===== config.mk =====
export PLATFORM = sky130hd
export DESIGN_NAME = sync_fifo_flat
export DESIGN_NICKNAME = d
export VERILOG_FILES = /design/src/rtl/fifo_pkg.sv /design/src/rtl/fifo_if.sv /design/src/rtl/fifo_mem.sv /design/src/rtl/sync_fifo.sv /design/src/flat_wrapper.sv
export SDC_FILE = /design/constraint.sdc
export NUM_CORES = 1
export LEC_CHECK = 0
export CAP_MARGIN = 20
export CORE_MARGIN = 2
export CORE_UTILIZATION = 45
export DETAILED_ROUTE_END_ITERATION = 6
export MAX_ROUTING_LAYER = met4
export PLACE_DENSITY = 0.66
export SYNTH_ARGS = -nofsm -noshare
export SYNTH_HDL_FRONTEND = slang
export SYNTH_SLANG_ARGS = --single-unit

===== constraint.sdc =====
create_clock -name clock -period 3.55 [get_ports clock]
set_clock_uncertainty 0.1 [all_clocks]
set_input_delay 0.5325 -clock clock [delete_from_list [all_inputs] [get_ports clock]]
set_output_delay 0.5325 -clock clock [all_outputs]
set_load 0.05 [all_outputs]

===== src/rtl/fifo_pkg.sv =====
// fifo_pkg
// Shared definitions for the synchronous FWFT FIFO and its testbench:
//   packet_t      - default payload type (32-bit word)
//   ptr_width()   - width of read/write pointers and of the occupancy count
//   addr_width()  - width of the storage index (pointer without wrap bit)
//   fifo_count_t  - occupancy type for the default depth
package fifo_pkg;

  typedef logic [31:0] packet_t;

  localparam int DEFAULT_DEPTH = 8;

  // Pointers carry one extra wrap bit above the storage index, so the
  // same width also holds an occupancy of 0..DEPTH.
  function automatic int ptr_width(input int depth);
    return $clog2(depth) + 1;
  endfunction

  function automatic int addr_width(input int depth);
    return $clog2(depth);
  endfunction

  typedef logic [ptr_width(DEFAULT_DEPTH)-1:0] fifo_count_t;

endpackage


===== src/rtl/fifo_if.sv =====
// fifo_if
// Handshake bundle around the FIFO.
//   in_valid/in_ready/packet_in    - producer side, valid/ready
//   out_valid/out_ready/packet_out - consumer side, valid/ready
//   count/almost_full              - occupancy status
// Modports:
//   master - the producer/consumer environment driving the FIFO
//   slave  - the FIFO itself
interface fifo_if #(
  parameter type PACKET_T = fifo_pkg::packet_t,
  parameter int  DEPTH    = 8
);
  import fifo_pkg::*;

  localparam int CW = ptr_width(DEPTH);

  logic          in_valid;
  logic          in_ready;
  PACKET_T       packet_in;
  logic          out_valid;
  logic          out_ready;
  PACKET_T       packet_out;
  logic [CW-1:0] count;
  logic          almost_full;

  modport master (
    output in_valid, packet_in, out_ready,
    input  in_ready, out_valid, packet_out, count, almost_full
  );

  modport slave (
    input  in_valid, packet_in, out_ready,
    output in_ready, out_valid, packet_out, count, almost_full
  );

endinterface


===== src/rtl/fifo_mem.sv =====
// fifo_mem
// Flop-array storage for the FIFO: one synchronous write port and one
// asynchronous read port. Contents are deliberately not reset.
//   clock   - write clock
//   wr_en   - write strobe
//   wr_addr - write index
//   wr_data - write payload
//   rd_addr - read index
//   rd_data - combinational read payload
module fifo_mem
  import fifo_pkg::*;
#(
  parameter type PACKET_T = packet_t,
  parameter int  DEPTH    = 8
) (
  input  logic                         clock,
  input  logic                         wr_en,
  input  logic [addr_width(DEPTH)-1:0] wr_addr,
  input  PACKET_T                      wr_data,
  input  logic [addr_width(DEPTH)-1:0] rd_addr,
  output PACKET_T                      rd_data
);

  PACKET_T mem [DEPTH];

  always_ff @(posedge clock) begin
    if (wr_en) begin
      mem[wr_addr] <= wr_data;
    end
  end

  assign rd_data = mem[rd_addr];

endmodule


===== src/rtl/sync_fifo.sv =====
// sync_fifo
// Synchronous first-word-fall-through FIFO. Holds up to DEPTH packets and
// presents the oldest one on the output port whenever it is non-empty.
//   clock - single clock, all state on its rising edge
//   reset - asynchronous, active-low
//   bus   - fifo_if slave: input handshake, output handshake, count and
//           registered almost_full (count >= AFULL_LEVEL)
module sync_fifo
  import fifo_pkg::*;
#(
  parameter type PACKET_T    = packet_t,
  parameter int  DEPTH       = 8,
  parameter int  AFULL_LEVEL = DEPTH - 2
) (
  input  logic  clock,
  input  logic  reset,
  fifo_if.slave bus
);

  localparam int AW = addr_width(DEPTH);
  localparam int CW = ptr_width(DEPTH);
  localparam logic [CW-1:0] FULL_CNT  = CW'(DEPTH);
  localparam logic [CW-1:0] AFULL_CNT = CW'(AFULL_LEVEL);

  logic [CW-1:0] wr_ptr;
  logic [CW-1:0] rd_ptr;
  logic [CW-1:0] count_q;
  logic [CW-1:0] count_next;
  logic          in_reset;
  logic          almost_full_q;
  logic          in_ready_int;
  logic          out_valid_int;
  logic          push;
  logic          pop;

  // Readiness depends only on state: in_reset keeps the input closed for
  // one cycle after reset release so the first accept is on the second edge.
  assign in_ready_int  = (count_q != FULL_CNT) && !in_reset;
  assign out_valid_int = (count_q != '0);

  assign push = bus.in_valid && in_ready_int;
  assign pop  = out_valid_int && bus.out_ready;

  // Simultaneous push and pop leaves occupancy unchanged.
  always_comb begin
    count_next = count_q;
    case ({push, pop})
      2'b10:   count_next = count_q + CW'(1);
      2'b01:   count_next = count_q - CW'(1);
      default: count_next = count_q;
    endcase
  end

  // almost_full is registered from the next-state count so it changes on
  // the same edge as count itself.
  always_ff @(posedge clock or negedge reset) begin
    if (!reset) begin
      in_reset      <= 1'b1;
      wr_ptr        <= '0;
      rd_ptr        <= '0;
      count_q       <= '0;
      almost_full_q <= 1'b0;
    end else begin
      in_reset      <= 1'b0;
      count_q       <= count_next;
      almost_full_q <= (count_next >= AFULL_CNT);
      if (push) begin
        wr_ptr <= wr_ptr + CW'(1);
      end
      if (pop) begin
        rd_ptr <= rd_ptr + CW'(1);
      end
    end
  end

  fifo_mem #(
    .PACKET_T (PACKET_T),
    .DEPTH    (DEPTH)
  ) u_mem (
    .clock   (clock),
    .wr_en   (push),
    .wr_addr (wr_ptr[AW-1:0]),
    .wr_data (bus.packet_in),
    .rd_addr (rd_ptr[AW-1:0]),
    .rd_data (bus.packet_out)
  );

  assign bus.in_ready    = in_ready_int;
  assign bus.out_valid   = out_valid_int;
  assign bus.count       = count_q;
  assign bus.almost_full = almost_full_q;

endmodule


===== src/flat_wrapper.sv =====
// flat-port wrapper written by rule: the top's interface ports become plain ports
module sync_fifo_flat import fifo_pkg::*;
#(
  parameter type PACKET_T    = packet_t,
  parameter int  DEPTH       = 8,
  parameter int  AFULL_LEVEL = DEPTH - 2
)
  (clock, reset, bus_in_valid, bus_packet_in, bus_out_ready, bus_in_ready, bus_out_valid, bus_packet_out, bus_count, bus_almost_full);
  fifo_if #(.PACKET_T(PACKET_T), .DEPTH(DEPTH)) bus_i ();
  input  logic clock;
  input  logic reset;
  input wire logic [$bits(bus_i.in_valid)-1:0] bus_in_valid;
  input wire logic [$bits(bus_i.packet_in)-1:0] bus_packet_in;
  input wire logic [$bits(bus_i.out_ready)-1:0] bus_out_ready;
  output wire logic [$bits(bus_i.in_ready)-1:0] bus_in_ready;
  output wire logic [$bits(bus_i.out_valid)-1:0] bus_out_valid;
  output wire logic [$bits(bus_i.packet_out)-1:0] bus_packet_out;
  output wire logic [$bits(bus_i.count)-1:0] bus_count;
  output wire logic [$bits(bus_i.almost_full)-1:0] bus_almost_full;
  assign bus_i.in_valid = bus_in_valid;
  assign bus_i.packet_in = bus_packet_in;
  assign bus_i.out_ready = bus_out_ready;
  assign bus_in_ready = bus_i.in_ready;
  assign bus_out_valid = bus_i.out_valid;
  assign bus_packet_out = bus_i.packet_out;
  assign bus_count = bus_i.count;
  assign bus_almost_full = bus_i.almost_full;
  sync_fifo #(.PACKET_T(PACKET_T), .DEPTH(DEPTH), .AFULL_LEVEL(AFULL_LEVEL)) u_core (.clock(clock), .reset(reset), .bus(bus_i));
endmodule

**Word level (Yosys, flattened, before mapping)**

Memories as Yosys holds them, arrays and structs flattened.
Cells that the tools add are included.

- Output and inout port bits: 39
- Logic and storage cells: 22
- Bits in registers: 14
- Memories: 1
- Bits in writable memories: 256

- Mux-type cells: 3
- Order comparisons: 1
- Add/subtract/negate cells: 4
- Equality and inequality tests: 3
- Reduce and logical (&&, ||, !) cells: 5

Memory list:

| memory | depth | bits a word | rd ports | clocked after memory_dff | write ports | RTL line | RTL |
|---|---|---|---|---|---|---|---|
| u_core.u_mem.mem | 8 | 32 | 1 | 0 | 1 | fifo_mem.sv:24 | `PACKET_T mem [DEPTH];` |

Operators with widths:

| operator | number |
|---|---|
| adder 4 x 1 -> 4 bit, second input constant | 3 |
| one-hot mux 4 bit (2 select lines) | 1 |
| >= comparator 4 x 3 -> 1 bit, second input constant | 1 |
| inequality test 4 bit, second input constant | 1 |
| nonzero test 4 bit | 1 |
| subtractor 4 x 1 -> 4 bit, second input constant | 1 |
| logical AND 1 bit | 3 |
| equality test 2 x 1 -> 1 bit, second input constant | 1 |
| equality test 2 bit, second input constant | 1 |
| 2-to-1 mux 1 bit | 2 |
| zero test 1 bit | 1 |

**Depth between registers and ports, before layout**

Gate-level depths: netlist of run 1.

- Depth after elaboration: 6
- Gate-level depth with buffers: 11
- Mapped depth without buffers: 11

**By module**

Synthesis of run 1 repeated with hierarchy kept, for this count alone.

- Cell total of the unflattened synthesis: 439
- Area, all modules: 10460.0 um2

By module, submodules not included:

| module | cells each | area an instance (um2) | times used |
|---|---|---|---|
| fifo_mem | 383 | 9825.7 | 1 |
| sync_fifo | 56 | 634.4 | 1 |

**Least setup slack after synthesis of run 1**

No wires, ideal clock.

- Path type: flip-flop to flip-flop
- From: register u_core.count_q[2], in the netlist u_core.bus.count[2]
- To: memory u_core.u_mem.mem[0][0] (netlist name), enable pin
- Arrival: 3.584 ns
- Clock period less this slack: 4.145 ns
- Cell stages (with the launch flop): 5
- Library setup time: 0.461 ns
- Path slack: -0.595 ns
- Cell sequence: dfrtp_1 -> nor3_1 -> a21oi_1 -> nand2b_1 -> nor3_1

- Cells in the longest elaborated chain, start to end: 5

Ends and longest elaborated chain:

| element | RTL line | RTL |
|---|---|---|
| start, declared | sync_fifo.sv:27 | `logic [CW-1:0] count_q;` |
| start signal, assigned | sync_fifo.sv:65 | `count_q <= count_next;` |
| inequality test 4 bit | sync_fifo.sv:38 | `assign in_ready_int = (count_q != FULL_CNT) && !in_reset;` |
| logical AND 1 bit | sync_fifo.sv:38 |  |
| logical AND 1 bit | sync_fifo.sv:41 | `assign push = bus.in_valid && in_ready_int;` |
| 2-to-1 mux 1 bit | fifo_mem.sv:27 | `if (wr_en) begin` |
| 2-to-1 mux 1 bit (implied by the code) | fifo_mem.sv:28 | `mem[wr_addr] <= wr_data;` |
| end, declared | fifo_mem.sv:24 |  |

Every way passes these cells.

**Worst setup path in the final report of run 1**

- From: register u_core.rd_ptr[0]
- To: output bus_packet_out[27]

- Cells in the longest elaborated chain, start to end: 1

Ends and longest elaborated chain:

| element | RTL line | RTL |
|---|---|---|
| start, declared | sync_fifo.sv:26 | `logic [CW-1:0] rd_ptr;` |
| start signal, assigned | sync_fifo.sv:71 | `rd_ptr <= rd_ptr + CW'(1);` |
| memory read (8 x 32 bit) | n/a |  |
| end, declared | flat_wrapper.sv:17 | `output wire logic [$bits(bus_i.packet_out)-1:0] bus_packet_out;` |

Every way passes these cells.

==> results.md, run 1 <==
* Status: completed
* Vias in the first global route at ~5000
* Post-Synthesis Cell Area at 10400 µm²
* Clk buf depth at 3
* Crit path launch type: flip-flop
* Max_cap viols at 0
* Syn Nets at between 400 and 500
* PortBufs at 74
* Crit Path Class: reg2out
* Largest area contributor in the netlist: edfxtp_1
* PwrDens at between 800 and 900 nW/µm²
* 1st-pass router iterations at 4
* Reg2reg start: u_core.bus.count[2]
* Most used DFF post-synth: edfxtp_1
* Setup crit end kind: primary output
* Post-synthesis register bit count at between 200 and 300
* Min Hold Slack at roughly 0.28 ns
* Nets at approximately 590
* CTS H-tree lvls at 1
* R2R setup slack at approximately 0.6 ns
* Pin count of the biggest net entering global routing at 33
* Post-DP Area at ~12000 µm²
* Total global routing overflow at 0
* Syn avg cell area at 23.6 µm²
* Cells after Synth at about 440
* Die height at between 150 and 200 µm
* Final wirelength at about 19000 µm
* Final Max Slew Viols at 0
* Critical Path AT at between 2 and 3 ns
* Antenna violations before repair at 0
* WP data required at 2.92 ns
* Share of layout cells above drive strength 1 at 0.263
* EDFF count, synth at around 260
* RR Endpoint: u_core.bus.almost_full
* Leakage at approximately 0.0042 µW
* Routed len/inst at about 23 µm
* Setup TNS at 0 ns
* Final setup viols at 0
* Fin crit share at 0.956
* Total CTS buffers at 26
* Die footprint at 24400 µm²
* DRC errors left at 0
* Core Region at ~23000 µm²
* Synth unique cells at 29
* Worst-Margin Slew at approximately 0.6 ns
* Slew margin rel. at 0.610
* Worst skew pair latency at between 0.5 and 0.6 ns
* Area growth, synth to finish at 20.4%
* Vias post-DR at between 4000 and 5000
* DP Wirelength at ~11000 µm
* Worst R2R Path Depth at 10
* Final-report hold violation count at 0
* Initial drt markers at approximately 300
* Yosys warnings at 0
* Initial core utilization at 0.460
* Post-CTS Setup Inserts at 0
* Max VDD drop at between 500 and 600 µV
* Top-count cell post-synth: edfxtp_1
* Reg clk slew, reported paths at about 0.060 ns
* Largest cells by area after synthesis: edfxtp_1 (74%), mux4_2 (8.4%), mux4_1 (6.3%), mux2_2 (3.7%), dfrtp_1 (2.6%)
* Routability cong. at ~0.79
* Final ANT Viol Nets at 0
* RSZ-0062 raised after global routing: false
* IO Pins at 75
* Final instance area at ~13000 µm²
* Hold Buf Count CTS at 0
* Die X at between 150 and 200 µm
* Asr flop ratio synth at 0.0448
* Avg Vias per Cell at 5.54
* Min-Delay Path Class: in2async
* Share of the synthesized area in the top cell type at 0.738
* Ant diodes at 0
* Commonest cells in the netlist: edfxtp_1 (256), mux4_2 (39), mux2_2 (34), mux4_1 (25), dfrtp_1 (11)
* CTS tree: yes
* Max Clk Rate at 0.295 GHz
* Clk root buf: clkbuf_16
* Total GRT Usage at 0.169
* Seq/Total Area, Yosys at 0.767
* First-pass GRT wire length at roughly 30000 µm
* Critical path fanouts, max at 17
* Clock sink total at ~270
* Min Tclk post-route at around 3.4 ns
* Rows at 55
worst max-delay path, stage by stage (launching register included):
cell and delay [ns]:
dfrtp_4 0.64, mux4_2 0.54, mux2_2 0.32, clkdlybuf4s50_1 0.72
worst max-delay path by stage:
stage / from / endpoint / cells after the start
2_1_floorplan: u_core.bus.count[2] / u_core.u_mem.mem[6][0] / 4
3_3_place_gp: u_core.rd_ptr[0] / bus_packet_out[18] / 4
3_5_place_dp: u_core.rd_ptr[0] / bus_packet_out[1] / 4
4_1_cts: u_core.rd_ptr[0] / bus_packet_out[15] / 3
5_1_grt: u_core.rd_ptr[0] / bus_packet_out[15] / 3
6_report: u_core.rd_ptr[0] / bus_packet_out[27] / 3
per-stage QoR:
step / cells / setup slack [ns] / utilization / total power, µW
6_report: 856 / 0.155 / 0.554 / 10600
5_1_grt: 856 / 0.0780 / 0.554 / 11100
4_1_cts: 856 / 0.106 / 0.554 / 10700
3_5_place_dp: 809 / 0.441 / 0.518 / 8210
3_3_place_gp: 809 / 0.448 / 0.518 / 8150
2_1_floorplan: 441 / 0.258 / - / 6980
cell usage in the layout (no fill, tap or decap), drive strengths merged:
cell,n
a21oi,4
and3,2
buf,29
bufinv,3
clkbuf,30
clkdlybuf4s50,47
clkinv,13
clkinvlp,1
conb,1
dfrtp,11
dfstp,1
dlygate4sd2,25
edfxtp,256
fa,1
ha,5
inv,7
mux2,34
mux2i,1
mux4,64
nand2,7
nand2b,4
nand3,3
nor2,6
nor3,4
o211ai,1
o21ai,2
o21bai,1
or4,1
xnor2,5
xor2,2
routing by layer:
metal,vias to the layer above,global-route usage,part of all wire
li1,2095,-,-
met1,2518,0.231,0.44
met2,111,0.271,0.50
met3,21,0.0286,0.049
met4,0,0.0384,0.013
met5,-,-,0
layout make-up:
cell class	count	area, µm²
multi-input combinational	148	2320
inverter	7	26.3
fill	1641	10100
clock inverter	17	156
clock buffer	30	687
timing repair buffer	101	995
sequential	268	8000
tap	285	357
what timing repair did:
item / 4_1_cts / 5_1_grt
endpoints found under the hold margin: 0 / 0
setup endpoints to repair: 25 / 0
resized for setup: 25 / 0
power breakdown:
group	internal, µW	switching, µW
Combinational	1590	2340
Sequential	3770	215
Clock	1600	1090
sequential cells by signal, summed over array words and instances, names as in the netlist:
| signal | count |
|---|---|
| u_core.u_mem.mem | 256 |
| u_core.bus.almost_full | 1 |
| u_core.rd_ptr | 3 |
| u_core.bus.count | 4 |
| u_core.in_reset | 1 |
| u_core.wr_ptr | 3 |
cell families (layout without fill, tap and decap cells):
logic type	count (synthesis)	in the layout	synth area share
AO/OA/AOI/OAI	8	8	0.00433
XOR/XNOR	7	7	0.00589
adder cells (fa/ha/maj)	6	6	0.00793
buffers and inverters	25	155	0.0165
flip-flops	268	268	0.767
multiplexers	99	99	0.185
other	1	1	0.000360
AND/OR/NAND/NOR	27	27	0.0124
Power figures use the tool's default switching activity.
==> run 2: changes to the inputs <==
--- a/config.mk
+++ b/config.mk
@@ -5,8 +5,6 @@
 export SDC_FILE = /design/constraint.sdc
 export NUM_CORES = 1
 export LEC_CHECK = 0
-export CAP_MARGIN = 20
-export CORE_MARGIN = 2
 export CORE_UTILIZATION = 45
 export DETAILED_ROUTE_END_ITERATION = 6
 export MAX_ROUTING_LAYER = met4
==> results.md, run 2 (synthesis results as in run 1) <==
* Most common cell after layout, fill and taps aside: edfxtp_1 (unchanged)
* Share of layout cells above drive strength 1 at 0.245 (was 0.263)
* Max Clk Rate at 0.297 GHz (was 0.295 GHz)
* Antenna violations before repair at 0 (unchanged)
* Min Tclk post-route at 3.36 ns (was 3.39 ns)
* Routability cong. at 0.757 (was 0.793)
* Final setup viols at 0 (unchanged)
* Min-Delay Path Class: in2async (unchanged)
* Max VDD drop at 636 µV (was 521 µV)
* Max_cap viols at 0 (unchanged)
* DRC errors left at 0 (unchanged)
* Total CTS buffers at 27 (was 26)
* Die footprint at 23700 µm² (was 24400 µm²)
* Final Max Slew Viols at 0 (unchanged)
* Finished Layout Cells at 848 (was 856)
* Crit Path Class: reg2out (unchanged)
* IO Pins at 75 (unchanged)
* Ant diodes at 0 (unchanged)
* Final ANT Viol Nets at 0 (unchanged)
* DP Wirelength at 10500 µm (was 11300 µm)
* Core Region at 22600 µm² (unchanged)
* Critical Path AT at 2.73 ns (was 2.76 ns)
* CTS tree: yes (unchanged)
* Initial drt markers at 274 (was 301)
* Vias post-DR at 4655 (was 4745)
* Routed len/inst at 22.2 µm (was 22.6 µm)
* Vias in the first global route at 5051 (was 4972)
* Area growth, synth to finish at 20.1% (was 20.4%)
* Crit path launch type: flip-flop (unchanged)
* Rows at 55 (unchanged)
* Reg clk slew, reported paths at 0.06 ns (about the same)
* Initial core utilization at 0.460 (unchanged)
* Setup crit end kind: primary output (unchanged)
* Critical path fanouts, max at 37 (was 17)
* Status: completed (unchanged)
* RSZ-0062 raised after global routing: false (unchanged)
* Placed Cells at 799 (was 809)
* PwrDens at 843 nW/µm² (was 847 nW/µm²)
* PortBufs at 74 (unchanged)
* Leakage at 0.00415 µW (was 0.00417 µW)
* Reg area at 8000 µm² (unchanged)
* Most frequent cells in the layout: edfxtp_1 (256), clkdlybuf4s50_1 (47), mux4_2 (39) (unchanged)
* Clk buf depth at 3 (unchanged)
* Worst-Margin Slew at 0.578 ns (was 0.584 ns)
* Biggest register: u_core.u_mem.mem (unchanged)
* WP data required at 2.92 ns (about the same)
* Avg Vias per Cell at 5.49 (was 5.54)
* Max reg flops at 256 (unchanged)
* Worst skew pair latency at 0.51 ns (was 0.52 ns)
* Nets at 585 (was 594)
* Pin count of the biggest net entering global routing at 38 (was 33)
* Fin crit share at 0.947 (was 0.956)
* Filler cells at 1670 (was 1641)
* PostCTS Resize Cnt at 23 (was 25)
* Post-CTS Setup Inserts at 0 (unchanged)
* Slew margin rel. at 0.613 (was 0.610)
* Die X at 154 µm (was 156 µm)
* 1st-pass router iterations at 4 (unchanged)
* Total global routing overflow at 0 (unchanged)
* Hold Buf Count CTS at 0 (unchanged)
* Total GRT Usage at 0.171 (was 0.169)
* First-pass GRT wire length at 29300 µm (was 29800 µm)
* Final wirelength at 18800 µm (was 19400 µm)
* Clk root buf: clkbuf_16 (unchanged)
* Multi-input logic area at 2320 µm² (unchanged)
* Setup TNS at 0 ns (unchanged)
* CTS H-tree lvls at 1 (unchanged)
* Die height at 154 µm (was 156 µm)
* Final-report hold violation count at 0 (unchanged)
* Clock sink total at 268 (unchanged)
run 2: metal layers:
layer / GRT usage / share of wire / vias to the layer above
met5: - / 0 / -
met4: 0.0510 / 0.019 / 0
met3: 0.0287 / 0.042 / 28
met2: 0.281 / 0.51 / 108
met1: 0.221 / 0.43 / 2452
li1: - / - / 2067
run 2: layout make-up:
cell class / count / area share
Timing Repair Buffer: 91 / 0.0786
Multi-Input combinational cell: 148 / 0.185
Tap cell: 285 / 0.0285
Clock buffer: 32 / 0.0555
Clock inverter: 17 / 0.0104
Sequential cell: 268 / 0.640
Inverter: 7 / 0.00210
run 2: critical path, cell delays in order, from the launching register on:
cell,delay (ns)
dfrtp_2,0.36
buf_4,0.43
mux4_2,0.39
mux2_2,0.31
clkdlybuf4s50_1,0.71
run 2: stage by stage:
step	hold slack [ns]	power, µW	area (µm²)	worst slack (ns)	util
final	0.291	10500	12500	0.188	0.552
after global routing	0.302	11000	12500	0.0687	0.552
after CTS	0.289	10700	12500	0.00683	0.552
after detailed placement	0.392	8170	11700	0.454	0.517
after global placement	0.392	8120	11700	0.456	0.517
after floorplan	0.137	6980	10400	0.258	-
run 2: power breakdown:
part	internal (µW)	switching, µW
combinational	1590	2370
sequential	3780	165
clock	1540	1090
run 2: final timing paths:
kind | to | cells after the start | slack, ns | startpoint
worst min register to register | u_core.rd_ptr[2] | 1 | 0.40 | u_core.rd_ptr[2]
worst max register to register | u_core.bus.almost_full | 10 | 0.55 | u_core.bus.count[2]
worst max-delay path | bus_packet_out[24] | 4 | 0.19 | u_core.rd_ptr[1]
worst min-delay path | u_core.bus.count[3] | 1 | 0.29 | reset
max in group asynchronous | u_core.rd_ptr[0] | 1 | 2.63 | reset
min in group clock | u_core.rd_ptr[2] | 1 | 0.40 | u_core.rd_ptr[2]
==> run 3: changes to the inputs <==
--- a/config.mk
+++ b/config.mk
@@ -11,4 +11,5 @@
 export PLACE_DENSITY = 0.66
 export SYNTH_ARGS = -nofsm -noshare
 export SYNTH_HDL_FRONTEND = slang
+export SYNTH_HIERARCHICAL = 1
 export SYNTH_SLANG_ARGS = --single-unit
==> results.md, run 3 <==
* Max Clk Rate at 0.294 GHz (was 0.297 GHz)
* RSZ-0062 raised after global routing: false (unchanged)
* Synth unique cells at 33 (was 29)
* Setup crit end kind: primary output (unchanged)
* Vias post-DR at 4649 (was 4655)
* CTS H-tree lvls at 1 (unchanged)
* Fin crit share at 0.958 (was 0.947)
* Routed wl met3 at 631 µm (was 786 µm)
* Largest family of logic cells by synthesized area: multiplexers (unchanged)
* Status: completed (unchanged)
* Asr flop ratio synth at 0.0448 (unchanged)
* Worst R2R Path Depth at 10 (unchanged)
* Final ANT Viol Nets at 0 (unchanged)
* Die footprint at 23900 µm² (was 23700 µm²)
* Avg Vias per Cell at 5.50 (was 5.49)
* Routed len/inst at 22.5 µm (was 22.2 µm)
* Critical path fanouts, max at 17 (was 37)
* Antenna violations before repair at 1 (was 0)
* WP data required at 2.92 ns (about the same)
* Rows at 55 (unchanged)
* Most common cell after layout, fill and taps aside: edfxtp_1 (unchanged)
* Final WS setup at 0.149 ns (was 0.188 ns)
* Total GRT Usage at 0.171 (about the same)
* Pre-CTS setup slack at 0.432 ns (was 0.454 ns)
* Hold Buf Count CTS at 0 (unchanged)
* Reg area at 8000 µm² (unchanged)
* Final-report hold violation count at 0 (unchanged)
* Post-synthesis mux area share at 0.190 (was 0.185)
* Min-Delay Path Class: in2async (unchanged)
* Met2 Wirelength at 9650 µm (was 9510 µm)
* Syn avg cell area at 23.8 µm² (was 23.6 µm²)
* Initial core utilization at 0.461 (was 0.460)
* Leakage at 0.00424 µW (was 0.00415 µW)
* Total CTS buffers at 27 (unchanged)
* Max_cap viols at 0 (unchanged)
* Crit Path Class: reg2out (unchanged)
* Clock sink total at 268 (unchanged)
* Top-count cell post-synth: edfxtp_1 (unchanged)
* Setup TNS at 0 ns (unchanged)
* Seq/Total Area, Yosys at 0.764 (was 0.767)
* Total global routing overflow at 0 (unchanged)
* Reg2reg start: u_core/bus.count[2] (was u_core.bus.count[2])
* Post-synthesis register bit count at 268 (unchanged)
* Total power at 11000 µW (was 10500 µW)
* Critical Path AT at 2.77 ns (was 2.73 ns)
* Cells after Synth at 439 (was 441)
* Crit path launch type: flip-flop (unchanged)
* Syn Nets at 481 (was 483)
* RR Endpoint: u_core/bus.almost_full (was u_core.bus.almost_full)
* Die X at 154 µm (about the same)
* Share of layout cells above drive strength 1 at 0.238 (was 0.245)
* Biggest register: u_core/u_mem/mem (was u_core.u_mem.mem)
* First-pass GRT wire length at 29600 µm (was 29300 µm)
* Slew margin rel. at 0.607 (was 0.613)
* Max VDD drop at 476 µV (was 636 µV)
* Most used DFF post-synth: edfxtp_1 (unchanged)
* Core Region at 22700 µm² (was 22600 µm²)
* Final Max Slew Viols at 0 (unchanged)
* Largest cells by area after synthesis: edfxtp_1 (73%), mux4_1 (10%), mux4_2 (5.2%), mux2_2 (3.6%), dfrtp_1 (2.6%) (was edfxtp_1 (74%), mux4_2 (8.4%), mux4_1 (6.3%), mux2_2 (3.7%), dfrtp_1 (2.6%))
* Post-Synthesis Cell Area at 10500 µm² (was 10400 µm²)
* Post-synthesis compound-gate area fraction at 0.00478 (was 0.00433)
* DRC errors left at 0 (unchanged)
* Nets at 582 (was 585)
* Vias in the first global route at 5008 (was 5051)
* Simple logic cell fraction of the synthesized area at 0.0126 (was 0.0124)
* CTS tree: yes (unchanged)
* EDFF count, synth at 256 (unchanged)
* Worst-Margin Slew at 0.589 ns (was 0.578 ns)
* Xor/xnor share of the synthesized area at 0.00586 (was 0.00589)
* Min Tclk post-route at 3.40 ns (was 3.36 ns)
* Commonest cells in the netlist: edfxtp_1 (256), mux4_1 (40), mux2_2 (33), mux4_2 (24), dfrtp_1 (11) (was edfxtp_1 (256), mux4_2 (39), mux2_2 (34), mux4_1 (25), dfrtp_1 (11))
* Share of the synthesized area in the top cell type at 0.735 (was 0.738)
* DRT met1 WL at 8490 µm (was 8160 µm)
* PwrDens at 867 nW/µm² (was 843 nW/µm²)
* Reg clk slew, reported paths at 0.06 ns (about the same)
* Top layer in use: met4 (unchanged)
* Clk buf depth at 3 (unchanged)
* Largest area contributor in the netlist: edfxtp_1 (unchanged)
* Post-Synth Adder-Cell Area at 0.00789 (was 0.00793)
* Pin count of the biggest net entering global routing at 33 (was 38)
* R2R setup slack at 0.62 ns (was 0.55 ns)
* Initial drt markers at 248 (was 274)
* Die height at 154 µm (about the same)
* 1st-pass router iterations at 4 (unchanged)
* DP Wirelength at 10700 µm (was 10500 µm)
* Final setup viols at 0 (unchanged)
* Final wirelength at 19100 µm (was 18800 µm)
* Worst skew pair latency at 0.53 ns (was 0.51 ns)
* Clk root buf: clkbuf_16 (unchanged)
* Most frequent cells in the layout: edfxtp_1 (256), clkdlybuf4s50_1 (48), mux4_1 (40) (was edfxtp_1 (256), clkdlybuf4s50_1 (47), mux4_2 (39))
* Yosys warnings at 6 (was 0)
* Filler cells at 1697 (was 1670)
* Max reg flops at 256 (unchanged)
* IO Pins at 75 (unchanged)
* Routability cong. at 0.753 (was 0.757)
* Multi-input logic area at 2390 µm² (was 2320 µm²)
* PortBufs at 74 (unchanged)
* Area growth, synth to finish at 21.3% (was 20.1%)
run 3: worst max-delay path by stage:
stage / start / to / cells past startpoint
after floorplan: u_core/bus.count[0] / u_core/u_mem/mem[1][0] / 6
after global placement: u_core/rd_ptr[0] / bus_packet_out[17] / 4
after detailed placement: u_core/rd_ptr[0] / bus_packet_out[19] / 4
after CTS: u_core/rd_ptr[1] / bus_packet_out[5] / 3
after global routing: u_core/rd_ptr[1] / bus_packet_out[5] / 3
final: u_core/rd_ptr[1] / bus_packet_out[5] / 3
run 3: routing by layer:
metal,track usage,vias to the layer above
met5,-,-
met4,0.0358,0
met3,0.0275,24
met2,0.286,87
met1,0.224,2455
li1,-,2083
run 3: critical path: stages, from the launching register on:
cell and delay [ns]:
dfrtp_2 0.73, buf_4 0.40, mux2_2 0.40, clkdlybuf4s50_1 0.71
run 3: cell families (layout without fill, tap and decap cells):
family	count (synthesis)	after routing
fa+ha+maj	6	6
buf+inv	25	146
simple gates	25	25
other cells	1	2
flops	268	268
mux	99	99
xor+xnor	7	7
compound gates	8	8
run 3: report_power, final:
| part | total [µW] | internal (µW) | switching [µW] |
|---|---|---|---|
| Sequential | 4040 | 3790 | 251 |
| Combinational | 3930 | 1610 | 2310 |
| Clock | 3030 | 1910 | 1130 |
| Total | 11000 | 7310 | 3690 |
run 3: stage by stage:
step / area (µm²) / hold WS, ns / util / std cells
floorplan: 10500 / 0.137 / - / 439
finish: 12700 / 0.268 / 0.559 / 846
detailed placement: 11700 / 0.388 / 0.517 / 796
global placement: 11700 / 0.377 / 0.517 / 796
CTS: 12700 / 0.267 / 0.559 / 845
global route: 12700 / 0.292 / 0.559 / 846
run 3: timing repair:
action / CTS / global route
setup endpoints to repair: 24 / 0
resized for setup: 24 / 0
buffers inserted: 0 / 0
run 3: area by class of cell:
class | count | area share
clock inverter | 17 | 0.0214
antenna | 1 | 0.000197
tap | 285 | 0.0281
clock buffer | 32 | 0.0547
timing repair buffer | 90 | 0.0750
sequential | 268 | 0.630
inverter | 7 | 0.00207
multi-input combinational | 146 | 0.188
